**src/rtl/sync_alu_pkg.sv**
```systemverilog
// Shared opcode enumeration and command-word field helpers for the ALU FIFO.
package sync_alu_pkg;

   typedef enum logic [2:0] {
      OP_ADD = 3'b000,
      OP_SUB = 3'b001,
      OP_AND = 3'b010,
      OP_OR  = 3'b011,
      OP_MUL = 3'b100,
      OP_SLT = 3'b101,
      OP_SGT = 3'b110,
      OP_XOR = 3'b111
   } opcode_t;

   localparam int OPC_W = 3;
   localparam int B_LSB = 1;

   // Bit offsets of each field inside the full command word.
   function automatic int cmd_width(input int opw);
      return 2 * opw + 4;
   endfunction

   function automatic int opc_lsb(input int opw);
      return 2 * opw + 1;
   endfunction

   function automatic int a_lsb(input int opw);
      return opw + 1;
   endfunction

endpackage

```
**src/rtl/sync_alu_fifo_alu_unit.sv**
```systemverilog
// Purely combinational unsigned ALU; every result is 2*OPW bits wide.
module alu_unit
   import sync_alu_pkg::*;
#(
   parameter int OPW = 14
) (
   input  logic [OPW-1:0]   a,
   input  logic [OPW-1:0]   b,
   input  opcode_t          op,
   output logic [2*OPW-1:0] result
);

   localparam int RW = 2 * OPW;

   logic [RW-1:0] a_x;
   logic [RW-1:0] b_x;

   assign a_x = RW'(a);
   assign b_x = RW'(b);

   // Operands are widened first so SUB wraps modulo 2^RW and MUL keeps the full product.
   always_comb begin
      result = '0;
      case (op)
         OP_ADD:  result = a_x + b_x;
         OP_SUB:  result = a_x - b_x;
         OP_AND:  result = a_x & b_x;
         OP_OR:   result = a_x | b_x;
         OP_MUL:  result = a_x * b_x;
         OP_SLT:  result = RW'(a < b);
         OP_SGT:  result = RW'(a > b);
         OP_XOR:  result = a_x ^ b_x;
         default: result = '0;
      endcase
   end

endmodule

```
**src/rtl/sync_alu_fifo.sv**
```systemverilog
// Command FIFO whose read port executes the head command through alu_unit and
// registers the result; occupancy flags come straight from registered pointers.
module sync_alu_fifo
   import sync_alu_pkg::*;
#(
   parameter int OPW       = 14,
   parameter int DEPTH     = 8,
   parameter int AF_MARGIN = 1
) (
   input  logic                   p_clk,
   input  logic                   rst,
   input  logic [2*OPW+3:0]       data_in,
   input  logic                   w_req,
   input  logic                   r_req,
   input  logic                   clr_err,
   output logic [2*OPW-1:0]       data_out,
   output logic                   valid,
   output logic                   full,
   output logic                   empty,
   output logic                   almost_full,
   output logic [$clog2(DEPTH):0] count,
   output logic                   overflow,
   output logic                   underflow
);

   localparam int AW      = $clog2(DEPTH);
   localparam int PW      = AW + 1;
   localparam int CW      = cmd_width(OPW);
   // Bit 0 of the command is ignored, so storage drops it and field offsets shift by one.
   localparam int SW      = CW - 1;
   localparam int OPC_OFF = opc_lsb(OPW) - 1;
   localparam int A_OFF   = a_lsb(OPW) - 1;
   localparam int B_OFF   = B_LSB - 1;

   logic [SW-1:0]    mem [DEPTH];
   logic [PW-1:0]    wr_ptr;
   logic [PW-1:0]    rd_ptr;
   logic [SW-1:0]    head;
   logic [2*OPW-1:0] alu_result;
   logic             rd_acc;
   logic             wr_acc;
   logic             ovf_evt;
   logic             udf_evt;
   logic             unused_cmd_bit;

   assign unused_cmd_bit = data_in[0];

   assign empty       = (wr_ptr == rd_ptr);
   assign full        = (wr_ptr[AW-1:0] == rd_ptr[AW-1:0]) && (wr_ptr[AW] != rd_ptr[AW]);
   assign almost_full = (count >= PW'(DEPTH - AF_MARGIN));

   // A read frees a slot in the same cycle, so a full FIFO still takes a write alongside it.
   assign rd_acc  = r_req && !empty;
   assign wr_acc  = w_req && (!full || rd_acc);
   assign ovf_evt = w_req && full && !rd_acc;
   assign udf_evt = r_req && empty;

   assign head = mem[rd_ptr[AW-1:0]];

   alu_unit #(
      .OPW(OPW)
   ) u_alu (
      .a      (head[A_OFF +: OPW]),
      .b      (head[B_OFF +: OPW]),
      .op     (opcode_t'(head[OPC_OFF +: OPC_W])),
      .result (alu_result)
   );

   always_ff @(posedge p_clk) begin
      if (wr_acc) begin
         mem[wr_ptr[AW-1:0]] <= data_in[CW-1:1];
      end
   end

   always_ff @(posedge p_clk or negedge rst) begin
      if (!rst) begin
         wr_ptr    <= '0;
         rd_ptr    <= '0;
         count     <= '0;
         valid     <= 1'b0;
         data_out  <= '0;
         overflow  <= 1'b0;
         underflow <= 1'b0;
      end else begin
         if (wr_acc) begin
            wr_ptr <= wr_ptr + 1'b1;
         end
         if (rd_acc) begin
            rd_ptr   <= rd_ptr + 1'b1;
            data_out <= alu_result;
         end
         case ({wr_acc, rd_acc})
            2'b10:   count <= count + 1'b1;
            2'b01:   count <= count - 1'b1;
            default: count <= count;
         endcase
         valid <= rd_acc;
         // A fresh error in the clear cycle keeps its flag set.
         overflow  <= (clr_err ? 1'b0 : overflow)  | ovf_evt;
         underflow <= (clr_err ? 1'b0 : underflow) | udf_evt;
      end
   end

endmodule

```
**config.mk**
```make
export PLATFORM = sky130hd
export DESIGN_NAME = sync_alu_fifo
export DESIGN_NICKNAME = d
export VERILOG_FILES = /design/src/rtl/sync_alu_pkg.sv /design/src/rtl/sync_alu_fifo_alu_unit.sv /design/src/rtl/sync_alu_fifo.sv
export SDC_FILE = /design/constraint.sdc
export NUM_CORES = 1
export LEC_CHECK = 0
export CAP_MARGIN = 20
export CORE_MARGIN = 2
export CORE_UTILIZATION = 45
export CTS_BUF_LIST = sky130_fd_sc_hd__clkbuf_16
export CTS_CLUSTER_SIZE = 25
export DETAILED_ROUTE_END_ITERATION = 12
export HOLD_SLACK_MARGIN = 0.1
export RECOVER_POWER = 50
export SETUP_SLACK_MARGIN = 0.5
export SLEW_MARGIN = 20
export SYNTH_ARGS = -nofsm -noshare
export SYNTH_HDL_FRONTEND = slang
export SYNTH_HIERARCHICAL = 1
export SYNTH_SLANG_ARGS = --single-unit
```
**constraint.sdc**
```tcl
create_clock -name p_clk -period 21.6 [get_ports p_clk]
set_input_delay 4.32 -clock p_clk [delete_from_list [all_inputs] [get_ports p_clk]]
set_output_delay 4.32 -clock p_clk [all_outputs]
set_load 0.01 [all_outputs]
```
# Word level (Yosys, flattened, before mapping)
# Memories as Yosys holds them, arrays and structs flattened.
# Cells that the tools add are included.
word_totals:
  register_bits: 43
  ram_bits: 248
  input_bits: 37
  out_inout_bits: 38
  wordCells: 53
  n_memories: 1
classes:
  addsub: 6
  multipliers: 1
  n_lt_le_gt_ge: 3
  eq_ne: 12
  muxes: 6
  bitwise: 5
  n_reduce_logical: 12
mem_list:
  columns: ["memory", "depth", "word_bits", "rd", "rd_clocked_by_memory_dff", "write_ports", "line", "source"]
  rows:
  - ["mem", 8, 31, 1, 0, 1, "sync_alu_fifo.sv:35", "logic [SW-1:0] mem [DEPTH];"]
op_table:
  columns: ["op", "count"]
  rows:
  - ["$pmux W28 S8", 1]
  - ["$mul A14 B14 Y28", 1]
  - ["$add A14 B14 Y15", 1]
  - ["$sub A14 B14 Y15", 1]
  - ["$and A14 B14 Y14", 1]
  - ["$gt A14 B14 Y1", 1]
  - ["$lt A14 B14 Y1", 1]
  - ["$or A14 B14 Y14", 1]
  - ["$xor A14 B14 Y14", 1]
  - ["$add A4 B1 Y4 const B", 3]
  - ["$eq A3 B3 Y1 const B", 4]
  - ["$pmux W4 S2", 1]
  - ["$eq A3 B2 Y1 const B", 2]
  - ["$logic_and A1 B1 Y1", 6]
  - ["$eq A4 B4 Y1", 1]
  - ["$ge A4 B3 Y1 const B", 1]
  - ["$mux W1", 4]
  - ["$sub A4 B1 Y4 const B", 1]
  - ["$eq A3 B1 Y1 const B", 1]
  - ["$eq A3 B3 Y1", 1]
  - ["$logic_not A1 Y1", 3]
  - ["$logic_not A3 Y1", 1]
  - ["$eq A2 B1 Y1 const B", 1]
  - ["$eq A2 B2 Y1 const B", 1]
  - ["other kinds (4)", 5]

# Depth between registers and ports, before layout
# Gate-level depths: netlist of the first run.
logic_depth:
  depth_word: 7
  mapped_depth: 29
  ltp_nobuf: 26

# Modules after synthesis
# Netlist of the first run, hierarchy kept.
by_module_without_submodules:
  columns: ["module", "instances", "cells_each", "area_each_um2", "seq_area_each_um2"]
  rows:
  - ["sync_alu_fifo", 1, 528, 11422.2, 8523.2]
  - ["alu_unit", 1, 1111, 8607.0, 0.0]

# Worst setup path before layout of the first run
# OpenSTA, ideal clock, no wires.
synth_path:
  path_kind: "input-to-reg"
  startpoint: "in r_req"
  endpoint: "mem mem[0][0] (netlist bit) (enable)"
  setup_ps: 497
  t_arrival_ps: 7614
  required_time_ps: 21103
  path_slack_ps: 13489
  cell_stages: 3
  n_path_buf: 1
  cell_sequence: "buf_2 -> o31ai_4 -> nor4_1"
synth_via:
  elab_chain_cells: 5
synth_rtl:
  columns: ["item", "line", "source"]
  rows:
  - ["start: declaration", "sync_alu_fifo.sv:14", "input logic r_req,"]
  - ["$logic_and A1 B1 Y1", "sync_alu_fifo.sv:53", "assign rd_acc = r_req && !empty;"]
  - ["$logic_or A1 B1 Y1", "sync_alu_fifo.sv:54", "assign wr_acc = w_req && (!full || rd_acc);"]
  - ["$logic_and A1 B1 Y1", "sync_alu_fifo.sv:54", null]
  - ["$mux W1", "sync_alu_fifo.sv:70", "if (wr_acc) begin"]
  - ["$mux W1 (not written as such)", "sync_alu_fifo.sv:71", "mem[wr_ptr[AW-1:0]] <= data_in[CW-1:1];"]
  - ["end: declaration", "sync_alu_fifo.sv:35", null]
# Every way passes these cells.

# Final worst setup path of the first run
layout_path:
  startpoint: "reg rd_ptr[0]"
  endpoint: "reg data_out[18]"
layout_via:
  elab_chain_cells: 3
  elab_cells_between_ends: 15
  cone_classes: "add/sub (1); mul (1); eq/ne (8); mux (1); reduce/logical (3); memory (1)"
layout_rtl:
  columns: ["item", "line", "source"]
  rows:
  - ["start: declaration", "sync_alu_fifo.sv:37", "logic [PW-1:0] rd_ptr;"]
  - ["start signal: assignment", "sync_alu_fifo.sv:89", "rd_ptr <= rd_ptr + 1'b1;"]
  - ["$mem_v2 Z8 W31 (*)", null, null]
  - ["via head[20]", "sync_alu_fifo.sv:38", "logic [SW-1:0] head;"]
  - ["$mul A14 B14 Y28 or $sub A14 B14 Y15 (tied branches)", "sync_alu_fifo_alu_unit.sv:29, sync_alu_fifo_alu_unit.sv:26", null]
  - ["$pmux W28 S8 (*)", "sync_alu_fifo_alu_unit.sv:24", "case (op)"]
  - ["via alu_result[18]", "sync_alu_fifo.sv:39", "logic [2*OPW-1:0] alu_result;"]
  - ["end signal: assignment", "sync_alu_fifo.sv:90", "data_out <= alu_result;"]
  - ["end: declaration", "sync_alu_fifo.sv:16", "output logic [2*OPW-1:0] data_out,"]
# The timed path passes the listed nets; every way through them passes the cells marked *.
# A chain may end at the register's enable or synchronous reset.

==> impl_metrics.py, run 1 <==
metrics = {
    "grt": {
        "track_usage_pct": 21.70,
        "grt.overflow.total": 0,
        "grt_pass1_wl_um": 77830,
        "antenna_found_initial": 3,
        "grt_pass1_vias": 13720,
        "grt_max_degree": 67,
    },
    "route": {
        "vias": 12910,
        "firstDrtPassIters": 6,
        "drt-met1-wl_um": 20860,
        "drcViolationCount": 0,
        "dr_wl_met2_um": 24560,
        "met3WireLength_um": 2541,
        "top_layer": "met5",
        "viasPerCell": 5.620,
        "wire_per_inst_um": 21.52,
        "wl_um": 49450,
        "ant_nets": 0,
        "drt_iter0_drc": 1037,
    },
    "cells_and_area": {
        "antenna_cells": 0,
        "drive_gt1_share_pct": 10.84,
        "area_growth_pct": 11.13,
        "fin_util_pct": 50.56,
        "design_area_sq_um": 22260,
        "nNetsFinal": 2006,
        "final-instance-count-excl-fill": 2298,
    },
    "logic_synthesis": {
        "synth.area.top_cells": "edfxtp_1 37%, fa_1 14%, ha_1 8.6%, mux4_2 7.0%, dfrtp_1 5.4%",
        "syn_nets": 1958,
        "synthArstFlopShare_pct": 14.78,
        "yosysTopAreaCellShare_pct": 37.18,
        "synth_top_cell_by_area": "edfxtp_1",
        "synth-seq-area-share_pct": 42.55,
        "synth.distinct_cells": 84,
        "synthMostInstantiatedCell": "edfxtp_1",
        "synthFlopType": "edfxtp_1",
        "synth_commonest_cells": "248 x edfxtp_1, 220 x inv_1, 144 x fa_1, 144 x nand2_1, 138 x ha_1",
        "yosysWarnings": 6,
        "ys_seq_elements": 291,
        "synth-edff-count": 248,
        "syn_avg_cell_area_sq_um": 12.22,
        "synth_cells": 1639,
        "synth_area_sq_um": 20030,
    },
    "clock_network": {
        "clk_pin_slew_worst_paths_ns": 0.06,
        "htreeDepth": 1,
        "cts.sink_count": 291,
        "cts_buffer_depth": 3,
        "cts_resized": 0,
        "cts_setup_buffers": 0,
        "ctsHoldBuffers": 0,
        "clk_latency_ns": 0.58,
        "cts_made_buffers": 31,
        "cts_tree": "done",
        "root_buffer": "clkbuf_16",
    },
    "floorplan": {
        "row_count": 77,
        "die-area_sq_um": 46210,
        "fp.dieW_um": 215.0,
        "coreArea_sq_um": 44030,
        "die_h_um": 215.0,
        "ios": 75,
        "start_util_pct": 45.49,
    },
    "placed_design": {
        "dpl.hpwl_um": 34590,
        "place.gp.congestion": 0.9178,
        "dp.cells": 2246,
        "place_area_sq_um": 21330,
        "portBuffers": 73,
    },
    "timing": {
        "rsz0062_at_grt": "no",
        "setup_violations": 0,
        "finalCritPeriodShare_pct": 40.99,
        "final.setup.tns_ns": 0,
        "drv_slew": 44,
        "hold_violations": 0,
        "fin_skew_ns": 0.02149,
        "min_period_ns": 8.854,
        "worstMarginPinSlew_ns": 2.473,
        "max_freq_mhz": 112.9,
        "slew-limit-headroom_pct": -64.88,
    },
    "critical_path": {
        "critPathMaxStageDelay_ns": 0.82,
        "worstPathArrival_ns": 9.31,
        "r2r_setup_slack_ns": 12.75,
        "critPathCaptureType": "flip-flop",
        "critPathMaxFanout": 37,
        "crit_slowest_cell": "dfrtp_4",
        "start_kind": "flip-flop",
        "crit_required_ns": 22.06,
        "cpMostUsedCell": "inv_1",
        "crit_type": "reg -> reg",
        "crit_buf_inv": 8,
        "path_delay_family": "adder cells",
    },
    "run_status": {
        "violations": "capacitance limit, slew limit",
        "status": "finished, violations left",
    },
    "run": {
        "maxCapViolations": 1,
    },
    "worst_hold_path": {
        "hold_class": "reg -> reg",
    },
}
-- worst register-to-register path, cell delays in order (launching register included) --
cell	delay (ns)
dfrtp_4	0.82
buf_4	0.72
mux4_2	0.62
mux2_2	0.44
inv_1	0.36
nor2_1	0.13
fa_1	0.53
inv_1	0.05
fa_1	0.47
inv_1	0.05
fa_1	0.51
inv_1	0.06
fa_1	0.53
inv_1	0.05
fa_1	0.48
inv_1	0.06
fa_1	0.47
inv_1	0.04
ha_1	0.36
a21o_1	0.22
o211ai_1	0.17
a31oi_1	0.12
o211a_1	0.30
o21a_1	0.23
o21ai_0	0.22
mux2i_1	0.20
o311ai_0	0.16
mux2_1	0.36
-- metrics by stage --
step                      worst slack (ns)  hold WS [ns]
after floorplan                      13.49        0.5311
after global placement               12.72        0.4750
after detailed placement             12.66        0.4809
after CTS                            12.66        0.4927
after global routing                 12.21        0.5049
final                                12.75        0.4814
-- cells in the final DEF, fill, tap and decap left out, types with 7 or more instances in the layout --
master | netlist | layout
inv_1 | 220 | 224
xnor2_1 | 23 | 23
fa_1 | 144 | 144
o21ai_0 | 40 | 40
mux2_1 | 29 | 29
a21o_1 | 17 | 17
nor3_1 | 19 | 15
a221oi_1 | 6 | 7
buf_4 | 2 | 13
o211ai_1 | 10 | 10
o31ai_1 | 8 | 9
a31oi_1 | 12 | 12
clkdlybuf4s50_1 | 0 | 30
and3_1 | 8 | 8
nand2_1 | 144 | 145
mux4_2 | 62 | 62
edfxtp_1 | 248 | 248
mux2_2 | 34 | 34
o22ai_1 | 11 | 11
clkinv_1 | 10 | 16
dfrtp_1 | 43 | 40
a211oi_1 | 8 | 8
dlygate4sd3_1 | 0 | 42
nand3_1 | 11 | 11
ha_1 | 138 | 138
a21oi_1 | 66 | 65
clkbuf_16 | 0 | 31
xor2_1 | 14 | 14
nor2_1 | 134 | 132
nand2b_1 | 8 | 8
-- metal layers --
layer / global-route usage [%] / vias to the layer above
li1: - / 5833
met1: 28.01 / 6557
met2: 38.10 / 404
met3: 2.958 / 114
met4: 6.644 / 6
met5: 0 / -
-- sequential cells by signal, indices dropped and copies added, names as in the netlist --
name       count
count          4
wr_ptr         4
rd_ptr         4
mem          248
valid          1
overflow       1
data_out      28
underflow      1
-- final timing paths --
| path | from | endpoint | cells past startpoint |
|---|---|---|---|
| worst max-delay path | rd_ptr[0]$_DFFE_PN0N_ | data_out[18]$_DFFE_PN0N_ | 27 |
| worst min-delay path | data_out[17]$_DFFE_PN0N_ | data_out[17]$_DFFE_PN0N_ | 1 |
| worst max register to register | rd_ptr[0]$_DFFE_PN0N_ | data_out[18]$_DFFE_PN0N_ | 27 |
| worst min register to register | data_out[17]$_DFFE_PN0N_ | data_out[17]$_DFFE_PN0N_ | 1 |
| max in group asynchronous | rst | rd_ptr[0]$_DFFE_PN0N_ | 1 |
| min in group asynchronous | rst | data_out[15]$_DFFE_PN0N_ | 1 |
-- cells by family after synthesis --
| logic type | Yosys count | share of synthesized area [%] |
|---|---|---|
| fa+ha+maj | 282 | 23.01 |
| xor+xnor | 41 | 1.999 |
| simple gates | 353 | 7.559 |
| compound gates | 241 | 8.265 |
| flops | 291 | 42.55 |
| buf+inv | 304 | 5.997 |
| mux | 127 | 10.61 |
-- layout make-up --
type	count	area, sq um
clock buffers	31	775.7
clock inverters	21	181.4
fillers	3896	21770
inverters	233	874.6
multi-input cells	1044	10330
flip-flops and latches	291	8529
well taps	592	740.7
repair buffers	86	822.0
Power of run 1 is left out: the tool's default activity adds up to more than one toggle a clock period on the data nets, which glitch-free logic cannot reach.
==> inputs of run 2 (changes only) <==
clock period = 8 ns   (was 21.6 ns; I/O delays follow)
==> run 2 against run 1 <==
  * Critical endpoint is now data_out[23]$_DFFE_PN0N_
  * Global-route usage is 0.15 points higher
  * Count of clock-buffer cells in the layout is the same
  * First-iteration DRC count up 2.0%
  * Via count up 1.5%
  * Sequential share of layout area shrank 1.4 points
  * Register-to-register slack worse by 12 ns
  * Critical path depth decreased by 1
  * The run still ends with capacitance limit, slew limit left
==> impl_metrics.py, run 2 (synthesis gave the netlist of run 1 again) <==
metrics = {
    "timing": {
        "slew-limit-headroom_pct": -61.98,
        "fin_ws_ns": 0.7377,
        "setup_violations": 0,
        "max_freq_mhz": 137.7,
        "hold_violations": 0,
        "final.setup.tns_ns": 0,
        "drv_slew": 44,
        "finalCritPeriodShare_pct": 90.78,
        "rsz0062_at_grt": "yes",
        "min_period_ns": 7.262,
        "fin_skew_ns": 0.02525,
        "worstMarginPinSlew_ns": 2.430,
    },
    "route": {
        "vias": 13100,
        "wl_um": 50280,
        "ant_nets": 0,
        "wire_per_inst_um": 21.23,
        "viasPerCell": 5.533,
        "drt_iter0_drc": 1058,
        "firstDrtPassIters": 5,
        "drcViolationCount": 0,
    },
    "critical_path": {
        "critPathMaxFanout": 10,
        "start_kind": "flip-flop",
        "critPathMaxStageDelay_ns": 0.53,
        "r2r_setup_slack_ns": 0.74,
        "crit_buf_inv": 8,
        "crit_required_ns": 8.46,
        "cpMostUsedCell": "fa_1",
        "worstPathArrival_ns": 7.72,
        "critPathCaptureType": "flip-flop",
        "crit_slowest_cell": "dfrtp_4",
        "path_delay_family": "adder cells",
        "crit_type": "reg -> reg",
    },
    "cells_and_area": {
        "largest_reg_flops": 248,
        "nNetsFinal": 2072,
        "final_cell_mix": "248 x edfxtp_1, 217 x inv_1, 145 x nand2_1",
        "fillers": 3851,
        "layout_commonest_cell": "edfxtp_1",
        "area_growth_pct": 15.29,
        "antenna_cells": 0,
        "design_area_sq_um": 23090,
        "drive_gt1_share_pct": 15.88,
    },
    "clock_network": {
        "cts_made_buffers": 30,
        "cts.sink_count": 291,
        "htreeDepth": 1,
        "root_buffer": "clkbuf_16",
        "cts_tree": "done",
        "clk_pin_slew_worst_paths_ns": 0.06,
        "ctsHoldBuffers": 0,
        "cts_buffer_depth": 3,
        "clk_latency_ns": 0.58,
    },
    "floorplan": {
        "start_util_pct": 45.49,
        "die-area_sq_um": 46210,
        "coreArea_sq_um": 44030,
        "ios": 75,
        "row_count": 77,
        "fp.dieW_um": 215.0,
        "die_h_um": 215.0,
    },
    "placed_design": {
        "portBuffers": 73,
        "place.gp.congestion": 0.9170,
        "pre_cts_ws_ns": 0.2657,
        "dpl.hpwl_um": 36330,
        "place_area_sq_um": 21780,
    },
    "grt": {
        "grt_max_degree": 44,
        "grt_pass1_vias": 13890,
        "track_usage_pct": 21.84,
        "antenna_found_initial": 4,
        "grt_pass1_wl_um": 78180,
        "grt.overflow.total": 0,
    },
    "worst_hold_path": {
        "hold_class": "reg -> reg",
    },
    "run_status": {
        "violations": "capacitance limit, slew limit",
        "status": "finished, violations left",
    },
    "run": {
        "maxCapViolations": 1,
    },
}
==> run 2: cell type report <==
class | count | area, sq um | share of cell area (%)
multi-input combinational | 1044 | 10460 | 45.32
sequential | 291 | 8532 | 36.95
timing repair buffer | 153 | 1444 | 6.253
inverter | 233 | 890.9 | 3.858
clock buffer | 31 | 775.7 | 3.360
tap | 592 | 740.7 | 3.208
clock inverter | 24 | 244.0 | 1.057
==> run 2: path summary, 6_finish.rpt <==
path / startpoint / endpoint / depth (start not counted)
worst max-delay path: rd_ptr[0]$_DFFE_PN0N_ / data_out[23]$_DFFE_PN0N_ / 26
worst min-delay path: data_out[12]$_DFFE_PN0N_ / data_out[12]$_DFFE_PN0N_ / 1
worst max register to register: rd_ptr[0]$_DFFE_PN0N_ / data_out[23]$_DFFE_PN0N_ / 26
worst min register to register: data_out[12]$_DFFE_PN0N_ / data_out[12]$_DFFE_PN0N_ / 1
max in group asynchronous: rst / rd_ptr[0]$_DFFE_PN0N_ / 1
min in group asynchronous: rst / data_out[23]$_DFFE_PN0N_ / 1
==> run 2: through the flow <==
step           hold WS [ns]  util, %  instances
3_3_place_gp         0.4755    49.46       2301
6_report             0.4832    52.45       2368
4_1_cts              0.4949    51.93       2360
5_1_grt              0.4957    52.45       2368
3_5_place_dp         0.4808    49.46       2301
2_1_floorplan        0.5311        -       1639
==> run 2: per-layer routing <==
| layer | up-vias | part of all wire [%] | GRT usage [%] |
|---|---|---|---|
| met5 | - | 0.11 | 0 |
| met4 | 8 | 3.5 | 7.586 |
| met3 | 107 | 4.9 | 2.845 |
| met2 | 395 | 50 | 38.35 |
| met1 | 6641 | 42 | 27.92 |
| li1 | 5951 | - | - |
==> run 2: what timing repair did <==
item / 4_1_cts / 5_1_grt
gates cloned: 1 / 1
resized for setup: 8 / 51
setup endpoints to repair: 9 / 11
pin swaps: 0 / 7
buffers inserted: 3 / 7
hold endpoints to repair: 0 / 0
Power of run 2 is left out for the same reason.
==> inputs of run 3 (changes only) <==
CORE_UTILIZATION = 50   (was 45)
PLACE_DENSITY = 0.7   (was not set)
TNS_END_PERCENT = 20   (was not set)
==> run 3 against run 2 <==
  * The run still ends with capacitance limit, slew limit left
  * Routed wire length down 1.2%
  * Die area down 9.8%
  * First-iteration DRC count down 2.6%
  * Maximum frequency down 1.0%
  * Non-clock buffer count up 1
  * Clock skew up 0.012 ns
  * Critical path depth down 1
  * Hold slack better by 0.0047 ns
  * Sequential share of layout area about the same
  * Utilization up 5.8 points
==> impl_metrics.py, run 3 (synthesis gave the netlist of run 1 again) <==
metrics = {
    "cells_and_area": {
        "fillers": 3213,
        "area_growth_pct": 15.21,
        "final_cell_mix": "248 x edfxtp_1, 217 x inv_1, 145 x nand2_1",
        "largest_reg_flops": 248,
        "layout_commonest_cell": "edfxtp_1",
        "nNetsFinal": 2073,
        "fin_util_pct": 58.21,
        "drive_gt1_share_pct": 16.10,
    },
    "critical_path": {
        "crit_slowest_cell": "fa_1",
        "crit_type": "reg -> reg",
        "critPathMaxStageDelay_ns": 0.53,
        "path_delay_family": "adder cells",
        "critPathCaptureType": "flip-flop",
        "start_kind": "flip-flop",
        "worstPathArrival_ns": 7.78,
        "r2r_setup_slack_ns": 0.66,
        "cpMostUsedCell": "fa_1",
        "crit_buf_inv": 7,
        "crit_required_ns": 8.44,
        "critPathMaxFanout": 9,
    },
    "clock_network": {
        "root_buffer": "clkbuf_16",
        "cts.sink_count": 291,
        "clk_pin_slew_worst_paths_ns": 0.06,
        "cts_tree": "done",
        "htreeDepth": 1,
        "cts_made_buffers": 30,
        "clk_latency_ns": 0.59,
        "cts_buffer_depth": 3,
        "ctsHoldBuffers": 0,
    },
    "run_status": {
        "violations": "capacitance limit, slew limit",
        "status": "finished, violations left",
    },
    "timing": {
        "max_freq_mhz": 136.3,
        "slew-limit-headroom_pct": -62.89,
        "finalCritPeriodShare_pct": 91.70,
        "drv_slew": 44,
        "hold_violations": 0,
        "rsz0062_at_grt": "yes",
        "worstMarginPinSlew_ns": 2.443,
        "min_period_ns": 7.336,
        "setup_violations": 0,
        "fin_ws_ns": 0.6642,
        "fin_skew_ns": 0.03741,
        "final.setup.tns_ns": 0,
    },
    "route": {
        "vias": 13410,
        "drcViolationCount": 0,
        "wire_per_inst_um": 21.59,
        "viasPerCell": 5.823,
        "wl_um": 49690,
        "ant_nets": 0,
        "drt_iter0_drc": 1031,
        "firstDrtPassIters": 6,
    },
    "placed_design": {
        "dpl.hpwl_um": 35100,
        "pre_cts_ws_ns": 0.1615,
        "place.gp.congestion": 0.9661,
        "portBuffers": 73,
    },
    "grt": {
        "track_usage_pct": 23.94,
        "grt_pass1_wl_um": 76490,
        "grt_pass1_vias": 14160,
        "grt_max_degree": 44,
        "grt.overflow.total": 0,
        "antenna_found_initial": 3,
    },
    "floorplan": {
        "coreArea_sq_um": 39640,
        "start_util_pct": 50.53,
        "fp.dieW_um": 204.1,
        "die_h_um": 204.1,
        "die-area_sq_um": 41680,
        "row_count": 73,
        "ios": 75,
    },
    "worst_hold_path": {
        "hold_class": "reg -> reg",
    },
    "run": {
        "maxCapViolations": 1,
    },
}
==> run 3: changes by cell type in the layout (fill, tap and decap cells not counted), sizes merged <==
cell      previous run  this run
buf                 79        78
bufinv               5         4
clkbuf              33        34
clkinv              18        22
clkinvlp             3         5
diode                0         1
inv                231       226
==> run 3: repair_timing <==
item	4_1_cts	5_1_grt
resized for setup	13	43
buffers inserted	12	16
setup endpoints to repair	8	10
cloned	0	3
pin swaps	2	11
==> run 3: final cells by class <==
cell class | instances | area, sq um | share of cell area, %
clock inverter | 24 | 255.2 | 1.106
timing repair buffer | 154 | 1499 | 6.496
inverter | 233 | 905.9 | 3.926
multi-input combinational | 1044 | 10470 | 45.39
clock buffer | 30 | 750.7 | 3.253
tap | 525 | 656.9 | 2.847
sequential | 291 | 8532 | 36.97
antenna | 1 | 2.502 | 0.01084
==> run 3: path summary, 6_finish.rpt <==
kind	end	cells after the start	start
max	data_out[26]$_DFFE_PN0N_	25	rd_ptr[0]$_DFFE_PN0N_
min	overflow$_DFF_PN0_	1	overflow$_DFF_PN0_
max reg2reg	data_out[26]$_DFFE_PN0N_	25	rd_ptr[0]$_DFFE_PN0N_
min reg2reg	overflow$_DFF_PN0_	1	overflow$_DFF_PN0_
max in group asynchronous	rd_ptr[0]$_DFFE_PN0N_	1	rst
min in group asynchronous	data_out[22]$_DFFE_PN0N_	1	rst
==> run 3: routing by layer <==
layer	GRT usage (%)	routed length, um	up-vias
li1	-	-	5964
met1	30.34	19710	6773
met3	3.284	3192	144
met4	8.385	1879	4
met2	42.15	24880	520
met5	0	26	-
==> run 3: per-stage QoR <==
step                std cells  hold slack, ns  area [sq um]
finish                   2302          0.4880         23080
global route             2301          0.5030         23070
CTS                      2282          0.4939         22710
detailed placement       2216          0.4799         21570
global placement         2216          0.4738         21570
floorplan                1639          0.5311         20030
Power of run 3 is left out for the same reason.
